## src/rtl/wb_arbiter.sv

```systemverilog
// Register-file write-port arbiter: port A (no backpressure) wins each edge; port B results
// pass through a FIFO whose entries are squashed by younger A writes to the same register.
module wb_arbiter #(
  parameter int DEPTH    = 4,
  parameter int MAX_WAIT = 8
) (
  input  logic                    CLK,
  input  logic                    RST,
  input  logic                    A_VALID,
  input  logic [4:0]              A_ADR,
  input  logic [31:0]             A_DATA,
  output logic                    A_HOLD,
  input  logic                    B_VALID,
  output logic                    B_READY,
  input  logic [4:0]              B_ADR,
  input  logic [31:0]             B_DATA,
  output logic                    WB_EN,
  output logic [4:0]              WB_ADR,
  output logic [31:0]             WB_DATA,
  output logic [$clog2(DEPTH):0]  B_COUNT,
  output logic                    ERR
);
  localparam int PW = $clog2(DEPTH);
  localparam int AW = $clog2(MAX_WAIT + 1);
  localparam logic [PW:0]   FULL = (PW + 1)'(DEPTH);
  localparam logic [AW-1:0] AGE_MAX = AW'(MAX_WAIT);

  logic [4:0]       adr_q [DEPTH];
  logic [31:0]      dat_q [DEPTH];
  logic [DEPTH-1:0] vld_q, vld_d;
  logic [PW-1:0]    rd_q, wr_q;
  logic [PW:0]      cnt_q, cnt_d;
  logic [AW-1:0]    age_q, age_d;
  logic             hold_q, err_q;
  logic             wb_en_q;
  logic [4:0]       wb_adr_q;
  logic [31:0]      wb_dat_q;

  logic a_wr, empty, head_vld, push, pop;

  assign a_wr     = A_VALID && (A_ADR != 5'd0);
  assign empty    = (cnt_q == '0);
  assign head_vld = !empty && vld_q[rd_q];
  assign B_READY  = (cnt_q < FULL);
  assign push     = B_VALID && B_READY && (B_ADR != 5'd0);
  // A squashed head leaves even while A owns the write port.
  assign pop      = !empty && (!vld_q[rd_q] || !a_wr);

  always_comb begin
    vld_d = vld_q;
    if (pop)
      vld_d[rd_q] = 1'b0;
    if (push)
      vld_d[wr_q] = 1'b1;
    // A is always younger than anything in the FIFO, including an entry pushed this edge.
    if (a_wr) begin
      for (int i = 0; i < DEPTH; i++) begin
        if (((push && (wr_q == PW'(i))) ? B_ADR : adr_q[i]) == A_ADR)
          vld_d[i] = 1'b0;
      end
    end
  end

  always_comb begin
    cnt_d = cnt_q + (PW + 1)'(push) - (PW + 1)'(pop);
    age_d = age_q;
    if (pop || empty)
      age_d = '0;
    else if (head_vld && (age_q < AGE_MAX))
      age_d = age_q + AW'(1);
  end

  always_ff @(posedge CLK or posedge RST) begin
    if (RST) begin
      vld_q    <= '0;
      rd_q     <= '0;
      wr_q     <= '0;
      cnt_q    <= '0;
      age_q    <= '0;
      hold_q   <= 1'b0;
      err_q    <= 1'b0;
      wb_en_q  <= 1'b0;
      wb_adr_q <= 5'd0;
      wb_dat_q <= 32'd0;
    end else begin
      vld_q  <= vld_d;
      rd_q   <= rd_q + PW'(pop);
      wr_q   <= wr_q + PW'(push);
      cnt_q  <= cnt_d;
      age_q  <= age_d;
      hold_q <= (age_d >= AGE_MAX);
      err_q  <= err_q || (a_wr && hold_q);
      if (a_wr) begin
        wb_en_q  <= 1'b1;
        wb_adr_q <= A_ADR;
        wb_dat_q <= A_DATA;
      end else if (head_vld) begin
        wb_en_q  <= 1'b1;
        wb_adr_q <= adr_q[rd_q];
        wb_dat_q <= dat_q[rd_q];
      end else begin
        wb_en_q  <= 1'b0;
      end
    end
  end

  // Payload storage carries no reset; validity lives in vld_q.
  always_ff @(posedge CLK) begin
    if (push) begin
      adr_q[wr_q] <= B_ADR;
      dat_q[wr_q] <= B_DATA;
    end
  end

  assign A_HOLD  = hold_q;
  assign ERR     = err_q;
  assign WB_EN   = wb_en_q;
  assign WB_ADR  = wb_adr_q;
  assign WB_DATA = wb_dat_q;
  assign B_COUNT = cnt_q;

endmodule
```

## config.mk

```make
export PLATFORM = sky130hd
export DESIGN_NAME = wb_arbiter
export DESIGN_NICKNAME = d
export VERILOG_FILES = /design/src/rtl/wb_arbiter.sv
export SDC_FILE = /design/constraint.sdc
export NUM_CORES = 1
export LEC_CHECK = 0
export CAP_MARGIN = 20
export CELL_PAD_IN_SITES_DETAIL_PLACEMENT = 1
export CELL_PAD_IN_SITES_GLOBAL_PLACEMENT = 2
export CORE_ASPECT_RATIO = 1.1
export CORE_UTILIZATION = 41
export CTS_BUF_LIST = sky130_fd_sc_hd__clkbuf_4
export DETAILED_ROUTE_END_ITERATION = 16
export HOLD_SLACK_MARGIN = 0.1
export PLACE_DENSITY_LB_ADDON = 0.1
export RECOVER_POWER = 25
export SETUP_SLACK_MARGIN = 0.15
export SLEW_MARGIN = 20
export SYNTH_ARGS = -nofsm -noshare
export SYNTH_HDL_FRONTEND = slang
export SYNTH_SLANG_ARGS = --single-unit
```

## constraint.sdc

```tcl
create_clock -name CLK -period 3.2 [get_ports CLK]
set_clock_uncertainty 0.15 [all_clocks]
set_input_delay 0.64 -clock CLK [delete_from_list [all_inputs] [get_ports CLK]]
set_output_delay 0.64 -clock CLK [all_outputs]
set_load 0.005 [all_outputs]
```

==> flow_summary.json <==
{
  "dr_wl_met2_um": 11300,
  "wl_met1_um": 9270,
  "initial_core_util_pct": 41.8,
  "track_usage_pct": 21.7,
  "core_mm2": 0.0206,
  "slew_viol_final": 0,
  "gp_congestion": 0.840,
  "p_switching_mw": 2.74,
  "p_clk_share_pct": 24.7,
  "vias_per_cell": 5.34,
  "ys_ff_latch": 203,
  "clk_pin_slew_worst_paths_ns": 0.07,
  "root_buffer": "clkbuf_4",
  "grt_setup_unrepaired": "no",
  "crit_path_end_kind": "flop",
  "postRouteAntennaNets": 0,
  "cts.sinks": 203,
  "p_comb_share_pct": 34.0,
  "syn_inst": 543,
  "synth.top_cell.area_share_pct": 51.7,
  "nFillCells": 2013,
  "grt_first_pass_wirelength_um": 35200,
  "cts_setup_buffers": 0,
  "outcome": "finished, final reports clean",
  "cp_slowest_stage_delay_ns": 0.54,
  "port_buffers": 121,
  "cp_common_cell": "xnor2_1",
  "dieHeight_um": 154,
  "top_layer": "met5",
  "finalSetupViolCount": 0,
  "synthMostInstantiatedCell": "edfxtp_1",
  "cts_tree": "built",
  "synth_common_cells": "edfxtp_1, dfrtp_1, nand2_1, o21ai_0, mux2i_1",
  "ys.flop_type": "edfxtp_1",
  "start_kind": "input pin",
  "worst_hold_slack_ns": 0.266,
  "p_leak_nw": 4.25,
  "seqPwrFrac_pct": 41.4,
  "worst_pin_slew_ns": 0.821,
  "synth_top_cell_by_area": "edfxtp_1",
  "grt_antenna_before_repair": 3,
  "power_density_mw_per_mm2": 797,
  "netlist_top_cells_area": "edfxtp_1, dfrtp_1, mux4_2",
  "max_freq_ghz": 0.365,
  "hold_class": "input pin to async pin",
  "crit_required_ns": 3.60,
  "syn_area_mm2": 0.00860,
  "drc": 0,
  "synth_edf_count": 148,
  "firstDrtPassIters": 4,
  "crit_chain": "clkdlybuf4s50_1, or4_1, o21a_2, a21o_1, xnor2_1, ha_1, inv_1, fa_1, xnor2_1, xnor2_1",
  "grt_max_degree": 42,
  "rows": 55,
  "synthesis.nets": 625,
  "finalCritPeriodShare_pct": 85.6,
  "cp.arrival_ns": 3.14,
  "syn_to_final_growth_pct": 29.1,
  "initialDrtViolationCount": 228,
  "num_vias": 5512,
  "htree_num_levels": 2,
  "num-nets-final": 815,
  "synth.avg_cell_area_um2": 15.8,
  "post-dp-hpwl_um": 14900,
  "die_w_um": 140,
  "ys_warn_count": 0,
  "cts_max_path_buffers": 3,
  "intPower_mw": 6.11,
  "grt_pass1_vias": 6325,
  "routed_wl_um": 22200,
  "critPathSlowestCell": "or4_1",
  "fin_setup_tns_ns": 0,
  "numCtsBuffers": 53,
  "yosysSeqAreaShare_pct": 67.7,
  "dr_wl_met3_um": 1080,
  "finalHoldViolCount": 0,
  "drv_cap": 0,
  "period_needed_ns": 2.74,
  "swShare_pct": 31.0,
  "clk_latency_ns": 0.63,
  "hold_buffers": 0,
  "dieArea_mm2": 0.0216,
  "crit_type": "input pin to flop",
  "path_max_fanout": 2,
  "cts_resized": 0,
  "ios": 122,
  "relSlewSlack_pct": 45.2,
  "vdd_drop_max_mv": 0.358,
  "post_drt_wl_per_cell_um": 21.5,
  "ys_types": 57,
  "drive_gt1_share_pct": 23.6,
  "ys_async_sr_fraction_pct": 27.1,
  "grt_overflow": 0
}
[per-stage QoR]
stage	setup slack (ns)	area (um2)	utilization (%)	total power, mW	std cells
2_1_floorplan	0.115	8610	-	5.46	543
3_3_place_gp	-0.120	10400	50.7	6.70	934
3_5_place_dp	-0.168	10400	50.7	6.81	934
4_1_cts	0.526	11100	53.9	9.03	1030
5_1_grt	0.381	11100	54.0	9.38	1032
6_report	0.461	11100	54.0	8.85	1032
[registers in the layout, indices dropped and copies added, names as in the netlist]
register / flops
A_HOLD: 1
B_COUNT: 3
ERR: 1
WB_ADR: 5
WB_DATA: 32
WB_EN: 1
adr_q: 20
age_q: 4
dat_q: 128
rd_q: 2
vld_q: 4
wr_q: 2
[final cells by class]
cell class / instances / area (um2) / area share, %
sequential: 203 / 5820 / 52.5
multi-input combinational: 290 / 2570 / 23.2
timing repair buffer: 167 / 1640 / 14.8
clock buffer: 80 / 601 / 5.41
tap: 256 / 320 / 2.89
inverter: 18 / 67.6 / 0.609
clock inverter: 16 / 66.3 / 0.597
antenna: 2 / 5.00 / 0.0451
[critical path, delay by kind of cell]
family                     cells  cell delay, ns
AOI/OAI and AO/OA              2            0.43
and+or+nand+nor                1            0.54
adders and majority gates      2            0.54
buffers and inverters          2            0.51
xor gates and xnor gates       3            0.47
[power by group through the flow]
stage / clock network (mW) / logic (mW) / registers (mW)
after floorplan: 0 / 1.82 / 3.63
after global placement: 0 / 3.03 / 3.68
after detailed placement: 0 / 3.09 / 3.72
after CTS: 2.27 / 3.10 / 3.67
after global routing: 2.38 / 3.28 / 3.71
final: 2.18 / 3.01 / 3.66
[placed cells by master (no fill, tap or decap), types with 4 or more instances in the layout]
cell / instances
xnor2_1: 11
dfrtp_1: 53
inv_1: 14
edfxtp_1: 148
mux2i_1: 40
nand2_1: 45
buf_12: 7
a22oi_1: 4
clkinv_1: 13
buf_4: 39
a21oi_1: 9
clkdlybuf4s50_1: 92
clkbuf_4: 80
o21ai_0: 45
inv_2: 4
o2111ai_1: 5
nor2_1: 12
nand2b_1: 13
mux4_2: 38
dlygate4sd3_1: 29
[per-layer routing]
metal  up-vias  track usage, %
li1       2524               -
met1      2801            26.8
met2       143            38.0
met3        42            4.45
met4         2            7.64
met5         -               0
[worst paths after layout]
kind | from | cells after the start | slack, ns | to
max in group asynchronous | RST | 3 | 2.00 | rd_q[1]$_DFF_PP0_
max reg2reg | vld_q[0]$_DFF_PP0_ | 8 | 0.77 | B_COUNT[2]$_DFF_PP0_
min in group CLK | ERR$_DFF_PP0_ | 1 | 0.31 | ERR$_DFF_PP0_
min reg2reg | ERR$_DFF_PP0_ | 1 | 0.31 | ERR$_DFF_PP0_
min | RST | 2 | 0.27 | WB_DATA[5]$_DFFE_PP0P_
max | A_ADR[1] | 10 | 0.46 | B_COUNT[2]$_DFF_PP0_
[cell families (layout without fill, tap and decap cells)]
logic type      Yosys count  count (layout)  share of synthesized area (%)
simple gates             92              92                           5.40
xor+xnor                 14              14                           1.43
flops                   203             203                           67.7
mux                      79              79                           14.7
buf+inv                  50             281                           2.46
fa+ha+maj                 4               4                          0.669
other cells               0               2                              0
compound gates          101             101                           7.65
Power figures use the tool's default switching activity.
